## config.mk

```make
export PLATFORM = sky130hd
export DESIGN_NAME = controller
export DESIGN_NICKNAME = d
export VERILOG_FILES = /design/src/rtl/controller.sv
export SDC_FILE = /design/constraint.sdc
export NUM_CORES = 1
export LEC_CHECK = 0
export BUFFER_PORTS_ARGS = -buffer_cell sky130_fd_sc_hd__buf_2
export CAP_MARGIN = 20
export CORE_AREA = 2 2 39 41
export CTS_BUF_LIST = sky130_fd_sc_hd__clkbuf_4 sky130_fd_sc_hd__clkbuf_8
export CTS_CLUSTER_DIAMETER = 30
export DETAILED_ROUTE_END_ITERATION = 12
export DIE_AREA = 0 0 41 43
export GPL_ROUTABILITY_DRIVEN = 1
export PLACE_DENSITY = 0.74
export SLEW_MARGIN = 5
export SYNTH_ARGS = -nofsm -noshare
export SYNTH_HDL_FRONTEND = slang
export SYNTH_SLANG_ARGS = --single-unit
```

## constraint.sdc

```tcl
create_clock -name clock -period 2.5 [get_ports clock]
set_clock_uncertainty 0.2 [all_clocks]
set_input_delay 0.125 -clock clock [delete_from_list [all_inputs] [get_ports clock]]
set_output_delay 0.125 -clock clock [all_outputs]
set_load 0.02 [all_outputs]
```

## src/rtl/controller.sv

```systemverilog
// Multicycle instruction controller: sequences fetch, latch, decode, execute
// and write-back for a small 16-bit ALU datapath. Control outputs are decoded
// from the current state and the instruction register contents.
module controller #(
    parameter int unsigned MEMORY_LATENCY = 1
) (
    input  logic        clock,
    input  logic        reset,
    input  logic [15:0] instruction,
    output logic [1:0]  alu_a_select,
    output logic        alu_b_select,
    output logic [1:0]  alu_operation,
    output logic        program_counter_write_enable,
    output logic        status_write_enable,
    output logic        instruction_write_enable,
    output logic        register_write_enable,
    output logic [2:0]  state
);

    typedef enum logic [2:0] {
        FETCH     = 3'd0,
        LATCH     = 3'd1,
        DECODE    = 3'd2,
        EXECUTE   = 3'd3,
        WRITEBACK = 3'd4
    } state_t;

    // Last wait-counter value of a fetch; memory latency is 1..4 cycles.
    localparam logic [1:0] LAST_WAIT = 2'(MEMORY_LATENCY - 1);

    state_t      current_state;
    logic [1:0]  wait_count;

    logic [3:0]  opcode;
    logic [3:0]  ext;
    logic        supported;
    logic        immediate_form;
    logic        writes_back;
    logic [1:0]  family_op;

    // Register number and immediate bits are consumed by the datapath, not here.
    logic        unused_fields;
    assign unused_fields = ^{instruction[11:8], instruction[3:0]};

    assign opcode = instruction[15:12];
    assign ext    = instruction[7:4];

    // Classify the instruction into ADD/SUB/CMP families, register or immediate form.
    always_comb begin
        supported      = 1'b0;
        immediate_form = 1'b0;
        family_op      = 2'b00;
        if (opcode == 4'b0000) begin
            case (ext)
                4'b0101: begin supported = 1'b1; family_op = 2'b00; end
                4'b1001: begin supported = 1'b1; family_op = 2'b01; end
                4'b1011: begin supported = 1'b1; family_op = 2'b10; end
                default: ;
            endcase
        end else begin
            case (opcode)
                4'b0101: begin supported = 1'b1; immediate_form = 1'b1; family_op = 2'b00; end
                4'b1001: begin supported = 1'b1; immediate_form = 1'b1; family_op = 2'b01; end
                4'b1011: begin supported = 1'b1; immediate_form = 1'b1; family_op = 2'b10; end
                default: ;
            endcase
        end
    end

    // Compares only update status; add/subtract results go to the register file.
    assign writes_back = supported && (family_op != 2'b10);

    // State sequencing; the wait counter is zero whenever FETCH is entered.
    always_ff @(posedge clock or posedge reset) begin
        if (reset) begin
            current_state <= FETCH;
            wait_count    <= 2'd0;
        end else begin
            case (current_state)
                FETCH: begin
                    if (wait_count == LAST_WAIT) begin
                        current_state <= LATCH;
                        wait_count    <= 2'd0;
                    end else begin
                        wait_count <= wait_count + 2'd1;
                    end
                end
                LATCH: begin
                    current_state <= DECODE;
                    wait_count    <= 2'd0;
                end
                DECODE: begin
                    current_state <= supported ? EXECUTE : FETCH;
                    wait_count    <= 2'd0;
                end
                EXECUTE: begin
                    current_state <= writes_back ? WRITEBACK : FETCH;
                    wait_count    <= 2'd0;
                end
                default: begin
                    current_state <= FETCH;
                    wait_count    <= 2'd0;
                end
            endcase
        end
    end

    // Control outputs from state plus decode; reset reaches them only through the state register.
    always_comb begin
        alu_a_select                 = 2'b00;
        alu_b_select                 = 1'b0;
        alu_operation                = 2'b00;
        program_counter_write_enable = 1'b0;
        status_write_enable          = 1'b0;
        instruction_write_enable     = 1'b0;
        register_write_enable        = 1'b0;
        case (current_state)
            LATCH: begin
                instruction_write_enable     = 1'b1;
                program_counter_write_enable = 1'b1;
                alu_a_select                 = 2'b00;
                alu_b_select                 = 1'b1;
                alu_operation                = 2'b00;
            end
            EXECUTE: begin
                if (supported) begin
                    alu_a_select        = immediate_form ? 2'b10 : 2'b01;
                    alu_operation       = family_op;
                    status_write_enable = 1'b1;
                end
            end
            WRITEBACK: begin
                register_write_enable = 1'b1;
                if (supported) begin
                    alu_a_select  = immediate_form ? 2'b10 : 2'b01;
                    alu_operation = family_op;
                end
            end
            default: ;
        endcase
    end

    assign state = current_state;

endmodule
```

=== Yosys cells after proc, flatten, opt, wreduce, memory -nomap -nowiden ===
Cells that the tools add are included.

* $add $sub $neg: 1
* Equal/unequal tests: 12
* Muxes and demuxes: 22
* Reduce and logical (&&, ||, !) cells: 7

{| class="wikitable"
|+ Operator list
! operator !! count
|-
| $mux 2 || 9
|-
| $eq 4x4->1 const B || 4
|-
| $pmux 3 s4 || 1
|-
| $eq 4x3->1 const B || 2
|-
| $mux 1 || 8
|-
| $pmux 2 s2 || 2
|-
| $eq 3x2->1 const B || 2
|-
| $mux 3 || 2
|-
| $reduce_or 3->1 || 2
|-
| $logic_not 4->1 || 1
|-
| $ne 2x2->1 const B || 2
|-
| $eq 3x1->1 const B || 1
|-
| $eq 3x3->1 const B || 1
|-
| $logic_not 3->1 || 1
|-
| $add 2x1->2 const B || 1
|-
| $logic_not 2->1 || 1
|-
| $reduce_or 2->1 || 1
|-
| $logic_and 1x1->1 || 1
|}

* Register bits: 5

=== Logic depth before layout (Yosys ltp) ===
* Word-level depth: 7
* Depth in mapped cells: 4
* Depth with buffers taken out: 4

=== Worst setup path after synthesis ===
No wires, ideal clock.

* Path kind: flip-flop to output port
* Start point: register current_state[2] (netlist: state[2])
* End point: output alu_operation[0]
* Data arrival time: 1.606 ns
* Slack: 0.569 ns
* Stages on the path, launching flop included: 4
* Path through: dfrtp_1 > nand3b_1 > a21boi_0 > nor4_1

* Word-level cells in the longest chain between the ends: 3
* Elaborated cells between the ends (all ways): 4
* Those cells by class: eq/ne: 2; mux: 1; reduce/logical: 1

{| class="wikitable"
|+ Ends and longest elaborated chain
! what !! line !! RTL
|-
| start: declaration || 31 || <nowiki>state_t current_state;</nowiki>
|-
| start signal: assignment || 93 || <nowiki>current_state <= supported ? EXECUTE : FETCH;</nowiki>
|-
| start signal: assignment || 97 || <nowiki>current_state <= writes_back ? WRITEBACK : FETCH;</nowiki>
|-
| $eq 3x3->1 or $eq 3x2->1 (tied branches) || 117 || <nowiki>case (current_state)</nowiki>
|-
| $reduce_or 2->1 (no source line) (*) || -- ||
|-
| $mux 2 (*) || -- ||
|-
| end: declaration || 12 || <nowiki>output logic [1:0] alu_operation,</nowiki>
|}

Mark *: on every way between the ends. The rest lies on a longest branch, timed or not.

=== Worst setup path after layout ===
* Start point: input instruction[14]
* End point: output status_write_enable

* Word-level cells in the longest chain between the ends: 6
* Elaborated cells between the ends (all ways): 9
* Those cells by class: eq/ne: 3; mux: 4; reduce/logical: 2

{| class="wikitable"
|+ Ends and longest elaborated chain
! what !! line !! RTL
|-
| start: declaration || 9 || <nowiki>input logic [15:0] instruction,</nowiki>
|-
| $eq 4x4->1 or $eq 4x3->1 (tied branches) || 61 || <nowiki>case (opcode)</nowiki>
|-
| $reduce_or 3->1 (no source line) || -- ||
|-
| $mux 1 || 61 ||
|-
| $mux 1 (*) || 53 || <nowiki>if (opcode == 4'b0000) begin</nowiki>
|-
| $mux 1 (*) || 126 || <nowiki>if (supported) begin</nowiki>
|-
| $mux 1 (*) || 117 ||
|-
| end: declaration || 14 || <nowiki>output logic status_write_enable,</nowiki>
|}

Marks and branches as above.

==> results summary <==
The insertion delay of the later-clocked pin in the worst-skew pair is 0.24 ns. Headroom to the max-slew limit came out at 0.693. The number of filler cells placed in the layout is 152.

The global-route wire length before repair came out at 1460 um. The initial antenna violation count came out at 0. Of the total power, registers draw 0.292.

The post-route clock period utilization came out at 0.781. TritonCTS built the clock tree. In this run the standard cell core region covers 1380 um^2. The count of synthesis-stage warnings from yosys came out at 0. The share of final-layout standard cells stronger than drive strength 1 is 0.406. Counting stages on the worst path, the most repeated cell is buf_2.

The type of the worst setup path is primary input to output pin. Walking the worst path, the cells encountered are dlygate4sd3_1 -> buf_2 -> and4bb_2 -> a31oi_1 -> a21oi_1 -> buf_2. The number of cell rows is 14. The worst hold slack came out at 0.100 ns. The starting DRC count in detailed routing came out at 5. Of all flip-flops after synthesis, the portion carrying an async set or reset was 1.00. The area of the die is 1760 um^2.

The boundary pin count is 30. The number of resized instances in the post-cts repair step is 0. The worst ir drop on vdd came out at 0.172 mV.

At the worst endpoint, the arrival time is 1.63 ns. The number of pins exceeding their max-slew limit in the final report is 0. In the routed layout, each cell is associated on average with a via count of 4.82. The share of total power dissipated in combinational logic is 0.463. The part of the Yosys area used for sequential elements is 0.315.

Measured along the x axis, the die boundary spans 41 um. Dividing the synthesized area by the synthesized cell count gives 9.01 um^2. The total of flip-flops plus latches after synthesis is 5. The pre-antenna-repair detailed-routing pass consisted of 4 iterations. The highest-delay cell along the critical path is dlygate4sd3_1. The critical-path maximum fanout came out at 5. The switching part of the total power is 0.433. The internal portion of total power is 245 uW.

The pin count of the biggest net entering global routing came out at 9. The maximum single-stage delay on the critical path is 0.53 ns. The weighted congestion at the end of routability-driven global placement is 0.651. The total power came out at 431 uW. In this run the worst hold path is classified as primary input to flop. The power density relative to cell area is 774 nW/um^2.

The share of Yosys cell area claimed by the top area cell type came out at 0.315. After detailed routing, the total wire length is 916 um. In this run the power spent charging and discharging nets is 187 uW. The data required time of the worst path came out at 2.17 ns. Setup repair after global routing left no endpoint under its margin. The total of buffers placed on input and output ports came out at 21. The synthesized netlist occupies a cell area of 397 um^2. STA classifies the critical path startpoint as a primary input. The library cells used most frequently in the layout, excluding fill and tap cells, are buf_2, nor2_1, inv_1, dfrtp_1, clkbuf_4. The global-route congestion overflow total is 0. In the global route stage, overall resource usage came out at 0.126. The number of H-tree branching levels came out at 1. The total number of nets in the final design came out at 90. Sorting the synthesized cells by area gives the leading types as dfrtp_1, ha_1, nor2_1, and2_1, inv_1.

The cell taking the most area after synthesis is dfrtp_1. Static timing analysis puts the maximum clock frequency at 512 MHz. The gate family responsible for the most delay along the worst path is buffers and inverters.

The vertical die dimension came out at 43 um. The setup-violating endpoint count in the final report came out at 0. The count of antenna diodes in the layout is 0.

When the netlist entered floorplanning its net count stood at 64. The half-perimeter wire length after detailed placement came out at 771 um. For the pin with the worst max-slew slack, the measured transition is 0.456 ns. In this run the deepest clock path goes through 2 buffers. The via count of the first global-routing pass came out at 352.

The post-layout minimum cycle time came out at 1.95 ns. The cell count after synthesis came out at 44. The number of clock buffers inserted by TritonCTS is 3.

The starting density of the core is 0.287. The most used flip-flop cell after synthesis is dfrtp_1. Leaving out fill and tap cells, the most frequent cell in the layout is buf_2. The number of DRC violations after detailed routing came out at 0.

The flow ran to the end, and the final reports show no timing, DRC or antenna violations. The wire length per cell is 10.8 um. The share of total power dissipated in the clock network is 0.244. The number of hold violations in the final report came out at 0. The endpoint type of the worst setup path is an output pin. Adding up every negative setup slack in the final design gives 0 ns.

The synthesis-to-finish area growth came out at 40.4%. The tree is rooted in a clkbuf_4. The max capacitance violation total is 0. The clock transition at the registers of the reported paths came out at 0.04 ns.

The total number of vias came out at 410. Together, buffers and inverters on the worst path number 3. The number of synthesized flops with an enable pin came out at 0.

Counting every sink on the clock net gives 5. The standby leakage power is 0.000281 uW. The number of distinct library cell variants in the gate-level netlist after synthesis is 25. The remaining number of nets flagged by the antenna check after routing came out at 0.
==> cell families (layout without fill, tap and decap cells) <==
logic type / Yosys count / after routing / synth area share
adders and majority gates: 2 / 2 / 0.0631
AOI/OAI and AO/OA: 10 / 10 / 0.199
xor gates and xnor gates: 1 / 1 / 0.0221
and+or+nand+nor: 19 / 19 / 0.315
DFF: 5 / 5 / 0.315
buffers and inverters: 7 / 32 / 0.0852
==> tightest hold or removal path, cell delays in order <==
cell	delay, ns
buf_2	0.11
nor2_1	0.06
o211ai_2	0.10
a311oi_1	0.10
==> power groups by stage <==
stage          Sequential [uW]  Combinational, uW  Clock, uW
4_1_cts                    126                202        109
5_1_grt                    130                220        117
3_5_place_dp               128                200          0
6_report                   126                200        105
3_3_place_gp               126                195          0
2_1_floorplan              140                141          0
==> synth_stat cells (all sizes together) (2+ instances only) <==
cell type,count
dfrtp,5
nor3b,3
a31oi,2
and4bb,2
ha,2
buf,2
and2,3
inv,5
nor2,6
==> flip-flops by register name (all words and copies together), names as in the netlist <==
name,flops
wait_count,2
state,3
==> final timing paths <==
path	startpoint	endpoint	slack, ns	depth (start not counted)
worst min register to register	state[2]$_DFFE_PP0P_	state[1]$_DFFE_PP0P_	0.35	1
max in group asynchronous	reset	state[1]$_DFFE_PP0P_	1.80	3
worst max-delay path	instruction[14]	status_write_enable	0.55	6
worst max register to register	state[2]$_DFFE_PP0P_	state[2]$_DFFE_PP0P_	1.29	2
worst min-delay path	instruction[13]	state[1]$_DFFE_PP0P_	0.10	4
min in group asynchronous	reset	state[0]$_DFFE_PP0P_	0.12	3
==> cell type report <==
type / instances / area (um^2) / share of cell area
Clock buffer: 4 / 30.0 / 0.0539
Timing Repair Buffer: 23 / 125 / 0.225
Multi-Input combinational cell: 32 / 238 / 0.427
Sequential cell: 5 / 125 / 0.225
Inverter: 5 / 18.8 / 0.0337
Tap cell: 16 / 20.0 / 0.0360
==> layer usage <==
metal  global-route usage  share of wire  up-vias
met5                    0              0        -
li1                     -              -      209
met2                0.175           0.47       20
met4                0.100          0.028        0
met3               0.0314          0.083        3
met1                0.154           0.41      178
==> metrics by stage <==
step	worst slack, ns	utilization	area [um^2]	instances
global placement	0.871	0.366	507	79
global route	0.442	0.402	557	85
detailed placement	0.863	0.366	507	79
finish	0.549	0.402	557	85
floorplan	0.569	-	397	44
CTS	0.555	0.402	557	85
==> repair_timing <==
item / in CTS / in global routing
endpoints found under the setup margin: 0 / 0
endpoints found under the hold margin: 6 / 0
buffers inserted: 0 / 0
hold buffers: 2 / 0
(Power assumes the default switching activity.)
